$ cat src/rtl/round_robin_arbiter_pkg.sv
// Shared definitions for the round-robin arbiter: FSM state encoding and
// a ceiling-log2 helper used for index and counter widths.
package round_robin_arbiter_pkg;

  typedef enum logic {
    IDLE = 1'b0,
    BUSY = 1'b1
  } arb_state_e;

  // Ceiling log2 with a floor of 1 bit, so single-value ranges still get a wire.
  function automatic int unsigned log2(input int unsigned value);
    int unsigned w;
    w = 1;
    while ((w < 32) && ((32'd1 << w) < value)) w++;
    return w;
  endfunction

endpackage

$ cat src/rtl/round_robin_arbiter_priority_encoder.sv
// Priority encoder: binary index of the lowest ("LSB") or highest ("MSB")
// set bit, plus a valid flag when any bit is set.
module round_robin_arbiter_priority_encoder
  import round_robin_arbiter_pkg::*;
#(
  parameter string       PRIORITY = "LSB",
  parameter int unsigned WIDTH    = 4
) (
  input  logic [WIDTH-1:0]        req,
  output logic [log2(WIDTH)-1:0]  index,
  output logic                    valid
);

  localparam int unsigned IW = log2(WIDTH);

  always_comb begin
    logic found;
    index = '0;
    found = 1'b0;
    valid = |req;
    for (int unsigned i = 0; i < WIDTH; i++) begin
      if (PRIORITY == "MSB") begin
        if (req[i]) index = i[IW-1:0];
      end else if (req[i] && !found) begin
        index = i[IW-1:0];
        found = 1'b1;
      end
    end
  end

endmodule

$ cat src/rtl/round_robin_arbiter.sv
// Round-robin arbiter: one-hot registered grant held until done or watchdog
// expiry; priority rotates to the requester above the last winner.
module round_robin_arbiter
  import round_robin_arbiter_pkg::*;
#(
  parameter int unsigned NUM_REQ = 4,
  parameter int unsigned TIMEOUT = 0
) (
  input  logic                       clock,
  input  logic                       reset,
  input  logic [NUM_REQ-1:0]         request,
  input  logic                       done,
  output logic [NUM_REQ-1:0]         grant,
  output logic [log2(NUM_REQ)-1:0]   grant_index,
  output logic                       grant_valid,
  output logic                       timeout
);

  localparam int unsigned IDX_W = log2(NUM_REQ);
  localparam int unsigned CNT_W = log2(TIMEOUT + 1);
  localparam logic [CNT_W-1:0] CNT_LAST = CNT_W'((TIMEOUT == 0) ? 0 : TIMEOUT - 1);

  arb_state_e         state, state_n;
  logic [IDX_W-1:0]   last_winner, last_winner_n;
  logic [CNT_W-1:0]   count, count_n;
  logic [NUM_REQ-1:0] grant_n;
  logic [IDX_W-1:0]   grant_index_n;
  logic               grant_valid_n, timeout_n;

  logic [NUM_REQ-1:0] above_mask, masked;
  logic [IDX_W-1:0]   m_idx, r_idx, winner;
  logic               m_valid, r_valid, expire;

  always_comb begin
    above_mask = '0;
    for (int unsigned i = 0; i < NUM_REQ; i++)
      above_mask[i] = (i > 32'(last_winner));
  end

  assign masked = request & above_mask;

  round_robin_arbiter_priority_encoder #(.PRIORITY("LSB"), .WIDTH(NUM_REQ)) u_pe_masked (
    .req   (masked),
    .index (m_idx),
    .valid (m_valid)
  );

  round_robin_arbiter_priority_encoder #(.PRIORITY("LSB"), .WIDTH(NUM_REQ)) u_pe_raw (
    .req   (request),
    .index (r_idx),
    .valid (r_valid)
  );

  assign winner = m_valid ? m_idx : r_idx;
  assign expire = (TIMEOUT != 0) && (count == CNT_LAST);

  always_comb begin
    state_n       = state;
    last_winner_n = last_winner;
    count_n       = count;
    grant_n       = grant;
    grant_index_n = grant_index;
    grant_valid_n = grant_valid;
    timeout_n     = 1'b0;
    unique case (state)
      IDLE: begin
        if (r_valid) begin
          state_n         = BUSY;
          grant_n         = '0;
          grant_n[winner] = 1'b1;
          grant_index_n   = winner;
          grant_valid_n   = 1'b1;
          count_n         = '0;
        end
      end
      BUSY: begin
        // done takes precedence, so a same-cycle expiry never raises timeout
        if (done || expire) begin
          state_n       = IDLE;
          grant_n       = '0;
          grant_valid_n = 1'b0;
          last_winner_n = grant_index;
          timeout_n     = !done;
        end else if (TIMEOUT != 0) begin
          count_n = count + 1'b1;
        end
      end
      default: state_n = IDLE;
    endcase
  end

  always_ff @(posedge clock or posedge reset) begin
    if (reset) begin
      state       <= IDLE;
      last_winner <= IDX_W'(NUM_REQ - 1);
      count       <= '0;
      grant       <= '0;
      grant_index <= '0;
      grant_valid <= 1'b0;
      timeout     <= 1'b0;
    end else begin
      state       <= state_n;
      last_winner <= last_winner_n;
      count       <= count_n;
      grant       <= grant_n;
      grant_index <= grant_index_n;
      grant_valid <= grant_valid_n;
      timeout     <= timeout_n;
    end
  end

endmodule

$ cat config.mk
export PLATFORM = sky130hd
export DESIGN_NAME = round_robin_arbiter
export DESIGN_NICKNAME = d
export VERILOG_FILES = /design/src/rtl/round_robin_arbiter_pkg.sv /design/src/rtl/round_robin_arbiter_priority_encoder.sv /design/src/rtl/round_robin_arbiter.sv
export SDC_FILE = /design/constraint.sdc
export NUM_CORES = 1
export LEC_CHECK = 0
export BUFFER_PORTS_ARGS = -buffer_cell sky130_fd_sc_hd__buf_2
export CORE_AREA = 2 2 39 41
export DETAILED_ROUTE_END_ITERATION = 16
export DIE_AREA = 0 0 41 43
export GPL_TIMING_DRIVEN = 0
export PLACE_DENSITY = 0.73
export SLEW_MARGIN = 15
export SYNTH_ARGS = -nofsm -noshare
export SYNTH_HDL_FRONTEND = slang
export SYNTH_SLANG_ARGS = --single-unit
$ cat constraint.sdc
create_clock -name clock -period 2.97 [get_ports clock]
set_input_delay 0 -clock clock [delete_from_list [all_inputs] [get_ports clock]]
set_output_delay 0 -clock clock [all_outputs]
set_load 0.1 [all_outputs]
==> reports/qor.yml, run 1 <==
crit_path_max_incr_delay_ps: 510
cts_tree: "built"
drtAntennaViolNets: 0
area_growth_pct: 26.46
synth.avg_cell_area_sq_um: 10.69
synth_cells: 50
synthXorXnorAreaFrac_pct: 0
layout.area.seq_sq_um: 252.7
power.leakage_uw: 0.0003215
grt_pass1_vias: 373
fin_worst_skew_ps: 3.905
cp-startpoint: "last_winner[1]"
clkLatencyLatePin_ps: 280
cp_slowest_cell: "dfstp_2"
final.period_utilization_pct: 52.04
syn_area_sq_um: 534.3
grt_util_all_layers_pct: 14.93
rr_endpoint: "grant[3]"
grt_max_degree: 11
dr.first_iter.drc_count: 7
placed_cells: 79
crit_buf_inv: 1
rows: 14
post-cts-setup-buffers: 0
power_uw: 723.1
drv_slew: 0
setup_violations: 0
hold_viol_final: 0
nNetsFinal: 77
outcome: "complete, no violations"
cts_resized: 0
hpwl_microns: 791.4
synth-compound-area-share_pct: 20.14
ff2ff_path_depth: 5
grt_antenna_before_repair: 0
die_area_sq_mm: 0.001763
synthTopCellsByArea: "dfrtp_1, dfstp_2, mux2_2, nand2_1, o31ai_4"
ctsLongestPathBuffers: 2
path_clk_slew_ps: 80
vias: 423
grt.overflow.total: 0
io_pins: 15
multi_input_area_sq_um: 250.2
drv_cap: 0
synth_top_family_by_area: "compound AO/OA/AOI/OAI gates"
cts_hold_buf: 2
p_int_uw: 347.5
cts_root_buf: "clkbuf_4"
synth_top_area_share_pct: 37.47
final_cell_mix: "buf_2, dfrtp_1, nand2_1"
crit_chain: "buf_2 > a21oi_1 > o31ai_4 > a2111oi_2 > a31o_1"
grt_first_pass_wirelength_microns: 1683
path_max_fanout: 8
end_kind: "flop"
pwr-share-comb_pct: 52.2
hp-class: "input port to flop"
crit_arrival_ps: 1720
fill_cells: 126
synthAdderAreaFrac_pct: 0
hold_path_depth: 3
rr_startpoint: "last_winner[1]"
die_w_microns: 41
finalWirelength_microns: 1106
first_pass_iters: 4
cp.depth: 5
p_seq_share_pct: 29.6
htreeDepth: 1
worstSetupPathType: "flop to flop"
clkPwrFrac_pct: 18.2
post-place-ws_ps: 1416
via_per_inst: 4.976
p_sw_share_pct: 51.94
numCtsBuffers: 3
finalSetupTns_ps: 0
reg2reg_slack_ps: 1420
synth_mux_area_share_pct: 10.07
synth.distinct_cells: 26
gp_congestion: 0.6955
start_kind: "flop"
clkSinkCount: 10
synth-seq-cells: 10
synth_nets: 57
fin_util_pct: 48.82
start_util_pct: 38.61
crit_family: "compound AO/OA/AOI/OAI gates"
worst_ir_drop_vdd_mv: 0.5902
finalNonFillerCells: 85
rsz0062_at_grt: "no"
setup_ws_ps: 1424
crit_path_end: "grant[3]"
core_sq_mm: 0.001384
antennaDiodeCount: 0
fmax_mhz: 647.0
yosys_warnings: 0
yosysSeqAreaShare_pct: 47.31
required_ps: 3140
io_buffers: 13
die_h_microns: 43
p_per_area_mw_per_mm2: 1070
final_common_cell: "buf_2"
wl_per_cell_microns: 13.01
drc_errors: 0
yosysTopAreaCell: "dfrtp_1"
final_layout_size_suffix_gt1_share_pct: 40.58
power.switching_uw: 375.5
finalCriticalPeriod_ps: 1546
synth_simple_gate_area_share_pct: 15.93
## metal layers
metal  track usage [%]  share of wire (%)  up-vias
met3             3.141                5.9        3
met4             10.00                2.0        0
met5                 0                  0        -
li1                  -                  -      214
met2             20.00                 45       15
met1             20.82                 47      191
## state kept, by name, summed over array words and instances, names as in the netlist
register / flops
grant: 4
grant_valid: 1
state: 1
last_winner: 2
grant_index: 2
## tightest hold or removal path, cell delays in order
cell	delay [ps]
buf_2	110
nor4_1	60
mux2i_1	110
## power groups by stage
stage	Clock (uW)	Combinational, uW	Sequential, uW
5_1_grt	139	396	220
2_1_floorplan	0	121	412
3_3_place_gp	0	371	215
6_report	132	377	214
3_5_place_dp	0	378	217
4_1_cts	133	380	215
## logic make-up (layout without fill, tap and decap cells)
group                  count (synthesis)  count (layout)
and+or+nand+nor                       16              16
buffers and inverters                  5              24
AOI/OAI and AO/OA                     13              13
DFF                                   10              10
other                                  1               1
muxes                                  5               5
## synth_stat cells
cell and instances:
o21ai_0 3, conb_1 1, nand3_1 2, a32o_1 1
o31ai_1 1, mux2_2 3, buf_6 1, nor4_1 1
o31ai_4 1, mux2i_1 2, o221ai_1 1, nand2_1 6
o22ai_1 1, a31o_1 1, nor2b_1 3, inv_1 2
a21oi_1 3, dfstp_2 2, or2_2 1, a2111oi_2 1
buf_4 1, and3b_1 1, dfrtp_1 8, nand2b_1 1
buf_2 1, or2_1 1
## stage by stage
stage               hold WS (ps)  instance area (sq um)
floorplan                 -161.3                  534.3
global placement          -19.05                  619.3
detailed placement        -7.497                  619.3
CTS                        53.20                  675.6
global route               83.42                  675.6
finish                     51.53                  675.6
## worst min path at each step
stage / startpoint / to
3_5_place_dp: reset / grant_index[1]
2_1_floorplan: reset / grant[0]
5_1_grt: request[0] / state
4_1_cts: request[0] / state
6_report: request[0] / state
3_3_place_gp: reset / grant_valid
## area by class of cell
type | count | area share (%)
Sequential cell | 10 | 37.41
Multi-Input combinational cell | 35 | 37.04
Buffer | 3 | 3.519
Tap cell | 16 | 2.963
Timing Repair Buffer | 15 | 12.59
Inverter | 2 | 1.111
Clock buffer | 4 | 5.370
No activity file was read; power rests on OpenSTA's default activity.
==> run 2: changes to the inputs <==
- ABC_AREA: default -> 1
- PLACE_DENSITY: 0.73 -> 0.74
- clock period: 2.97 -> 1.5 ns (I/O delays scaled with it)
==> reports/qor.yml, run 2 <==
synthTopCellsByArea: "dfrtp_1, nand2_1, dfstp_2, inv_1, nand3_1"
final_common_cell: "nand2_1"
crit_arrival_ps: 1400
ff2ff_path_depth: 7
ys_top_cells_by_count: "nand2_1, inv_1, dfrtp_1"
final_cell_mix: "nand2_1, buf_2, inv_1"
cts_root_buf: "clkbuf_4"
clkLatencyLatePin_ps: 260
crit_buf_inv: 1
io_pins: 15
area_growth_pct: 24.19
grt_pass1_vias: 467
crit_path_max_incr_delay_ps: 520
antennaDiodeCount: 0
end_kind: "flop"
rr_endpoint: "grant[2]"
wl_per_cell_microns: 10.12
io_buffers: 13
synth.avg_cell_area_sq_um: 7.757
vias: 485
gp_congestion: 0.6864
fin_worst_skew_ps: 8.053
hold_path_depth: 6
top_regs: "grant (4), grant_index (2), last_winner (2)"
hpwl_microns: 822.7
drv_slew: 0
fin_area_sq_um: 674.4
cts_resized: 0
yosysTopAreaCell: "dfrtp_1"
grt_max_degree: 11
cts_hold_buf: 2
clkSinkCount: 10
yosys_warnings: 0
grt.overflow.total: 0
start_kind: "flop"
finalCriticalPeriod_ps: 1259
first_pass_iters: 4
final.period_utilization_pct: 83.93
hold_viol_final: 0
finalWirelength_microns: 1063
htreeDepth: 1
reg2reg_slack_ps: 240
largest_reg_flops: 4
finalSetupTns_ps: 0
drtAntennaViolNets: 0
synth.distinct_cells: 20
cp_slowest_cell: "dfstp_2"
grt_first_pass_wirelength_microns: 1842
hp-class: "input port to flop"
fmax_mhz: 794.4
nNetsFinal: 97
synthMostInstantiatedCell: "nand2_1"
die_h_microns: 43
yosysSeqAreaShare_pct: 46.54
synth-edff-count: 0
drv_cap: 0
cts_tree: "built"
setup_violations: 0
synth_nets: 77
die_area_sq_mm: 0.001763
crit_chain: "inv_1 > nand2_1 > nand3_1 > nor2_1 > nor2_2 > nand3_1 > nand2_1"
largest_register: "grant"
synth_cells: 70
min_from: "request[2]"
path_clk_slew_ps: 60
min_to: "grant[0]"
ctsLongestPathBuffers: 2
rsz0062_at_grt: "no"
start_util_pct: 39.24
via_per_inst: 4.619
synthArstFlopShare_pct: 100.0
rr_startpoint: "last_winner[1]"
core_sq_mm: 0.001384
path_max_fanout: 3
synth-main-ff-cell: "dfrtp_1"
required_ps: 1640
final_layout_size_suffix_gt1_share_pct: 31.46
outcome: "complete, no violations"
worstSetupPathType: "flop to flop"
grt_antenna_before_repair: 0
die_w_microns: 41
synth-seq-cells: 10
fill_cells: 135
syn_area_sq_um: 543.0
dr.first_iter.drc_count: 5
placed_cell_area_sq_um: 628.1
crit_family: "simple AND/OR/NAND/NOR gates"
rows: 14
numCtsBuffers: 3
post-cts-setup-buffers: 0
drc_errors: 0
grt_util_all_layers_pct: 15.91
synth_top_area_share_pct: 36.87
[run 2: changes by cell type in the layout (fill, tap and decap cells not counted), sizes merged, moves of 2 or more]
cell   previous run  this run
mux2i             2         0
o31ai             2         0
nor2b             3         0
or2               2         0
mux2              3         0
nor2              0         5
nand3             2         6
nand2             6        26
inv               2        12
buf              16        14
[run 2: worst min-delay path, stage by stage]
cell and delay [ps]:
buf_2 100, nand2_1 70, nand3_1 70, nor2_1 60, nand4_1 90, nand2_1 50
[run 2: cells by family after synthesis]
| logic type | synth area share [%] |
|---|---|
| AOI/OAI and AO/OA | 10.14 |
| buffers and inverters | 10.37 |
| DFF | 46.54 |
| other | 0.6906 |
| and+or+nand+nor | 32.26 |
[run 2: how the worst max path moves through the flow]
stage / start / to / slack, ps / depth (start not counted)
floorplan: grant_index[0] / last_winner[0] / 250 / 2
global placement: last_winner[0] / grant_index[0] / 270 / 9
detailed placement: last_winner[1] / grant[2] / 240 / 7
CTS: last_winner[1] / grant[2] / 240 / 7
global route: last_winner[0] / grant_index[0] / 110 / 9
finish: last_winner[1] / grant[2] / 240 / 7
[run 2: cell type report]
class / count / area [sq um] / share of cell area [%]
Sequential cell: 10 / 252.7 / 37.48
Timing Repair Buffer: 15 / 85.08 / 12.62
Multi-Input combinational cell: 46 / 234.0 / 34.69
Clock buffer: 4 / 26.28 / 3.896
Buffer: 1 / 7.507 / 1.113
Tap cell: 16 / 20.02 / 2.968
Inverter: 13 / 48.80 / 7.236
[run 2: per-stage QoR]
step | setup slack [ps] | utilization, % | instances | hold WS (ps)
floorplan | 254.9 | - | 70 | -161.3
global placement | 269.8 | 45.39 | 99 | -22.29
detailed placement | 244.4 | 45.39 | 99 | -13.57
CTS | 237.0 | 48.73 | 105 | 195.7
global route | 105.3 | 48.73 | 105 | 238.0
finish | 241.1 | 48.73 | 105 | 215.0
[run 2: routing by layer]
layer | vias up | share of wire [%] | GRT usage [%]
met1 | 219 | 46 | 19.38
met3 | 2 | 3.6 | 1.571
met2 | 13 | 49 | 25.31
li1 | 251 | - | -
met5 | - | 0 | 0
met4 | 0 | 1.9 | 10.00
Power of run 2 is left out: the tool's default activity adds up to more than one toggle a clock period on the data nets, which glitch-free logic cannot reach.
==> run 3: changes to the inputs <==
- ABC_AREA: 1 -> 0
- PLACE_DENSITY: 0.74 -> 0.76
- clock period: 1.5 -> 1.15 ns (I/O delays scaled with it)
==> reports/qor.yml, run 3 (synthesized netlist as in run 1, its figures left out) <==
outcome: "finished, violations left"
violations: "setup timing"
final_layout_size_suffix_gt1_share_pct: 53.52
rr_startpoint: "last_winner[1]"
drv_slew: 0
wl_per_cell_microns: 12.70
io_pins: 15
drc_errors: 0
cp_slowest_cell: "dfstp_2"
first_pass_iters: 4
cts_root_buf: "clkbuf_4"
hpwl_microns: 720.6
ctsLongestPathBuffers: 2
cts_tree: "built"
crit_buf_inv: 0
drv_cap: 0
vias: 455
setup_violations: 6
antennaDiodeCount: 0
grt_first_pass_wirelength_microns: 1697
die_h_microns: 43
post-place-ws_ps: -355.4
crit_path_max_incr_delay_ps: 620
final_common_cell: "buf_2"
fmax_mhz: 698.0
finalWirelength_microns: 1105
worst_ir_drop_vdd_mv: 1.332
final.period_utilization_pct: 124.6
timing.hold.ws_ps: 81.25
grt.overflow.total: 0
rsz0062_at_grt: "yes"
numCtsBuffers: 3
setup_ws_ps: -282.7
largest_reg_flops: 4
rows: 14
crit_chain: "nand2_1 > a21oi_2 > o221ai_2 > mux2_4"
grt_pass1_vias: 418
start_kind: "flop"
largest_register: "grant"
fin_worst_skew_ps: 2.749
clkSinkCount: 10
p_per_area_mw_per_mm2: 2749
hold_viol_final: 0
dr.first_iter.drc_count: 12
nNetsFinal: 79
required_ps: 1300
end_kind: "flop"
grt_util_all_layers_pct: 14.53
worstSetupPathType: "flop to flop"
power_uw: 1981
die_w_microns: 41
fill_cells: 126
cp-startpoint: "last_winner[1]"
via_per_inst: 5.230
htreeDepth: 1
drtAntennaViolNets: 0
grt_antenna_before_repair: 0
core_sq_mm: 0.001384
reg2reg_slack_ps: -280
start_util_pct: 38.61
hp-class: "input port to flop"
gp_congestion: 0.6915
clkLatencyLatePin_ps: 270
die_area_sq_mm: 0.001763
finalCriticalPeriod_ps: 1433
path_max_fanout: 8
area_growth_pct: 34.89
final_cell_mix: "buf_2, nand2_1, dfrtp_1"
grt_max_degree: 11
crit_family: "flip-flops"
io_buffers: 13
min_from: "request[0]"
path_clk_slew_ps: 70
crit_arrival_ps: 1590
top_regs: "grant (4), grant_index (2), last_winner (2)"
power.leakage_uw: 0.0003347
run 3: final timing paths:
kind	endpoint	depth (start not counted)
setup / recovery	grant_index[0]	4
hold / removal	state	3
setup reg to reg	grant_index[0]	4
hold reg to reg	grant_valid	2
max in group asynchronous	last_winner[1]	3
min in group asynchronous	grant[3]	3
run 3: through the flow:
stage               util [%]  TNS [ps]  std cells  instance area (sq um)
floorplan                  -     -1065         50                  548.0
global placement       45.75     -1616         79                  633.1
detailed placement     45.75     -1700         79                  633.1
CTS                    50.99     -1251         86                  705.7
global route           52.08     -1731         87                  720.7
finish                 52.08     -1368         87                  720.7
run 3: power by group:
part	internal [uW]	total, uW	switching [uW]
Combinational	308	1070	763
Sequential	491	591	101
Clock	192	319	126
run 3: cell type report:
class                   count  area [sq um]  area share (%)
well taps                  16         20.02           2.778
inverters                   2         7.507           1.042
plain buffers               2         18.77           2.604
multi-input cells          35         274.0           38.02
clock buffers               4         36.28           5.035
repair buffers             18         107.6           14.93
flip-flops and latches     10         256.5           35.59
run 3: worst reg2reg max path, stage by stage, from the launching register on:
cell      delay [ps]
dfstp_2          620
nand2_1          110
a21oi_2          160
o221ai_2         150
mux2_4           280
run 3: what timing repair did:
action                                  in CTS  in global routing
endpoints found under the setup margin       6                  6
buffers inserted                             2                  1
pin swaps                                    2                  1
endpoints found under the hold margin       11                  0
hold buffers                                 2                  0
gates resized for setup                      3                  4
run 3: layer usage:
metal | global-route usage [%] | up-vias | part of all wire, %
li1 | - | 222 | -
met1 | 21.23 | 210 | 44
met2 | 18.44 | 20 | 48
met3 | 3.141 | 3 | 5.2
met4 | 10.00 | 0 | 2.0
met5 | 0 | - | 0
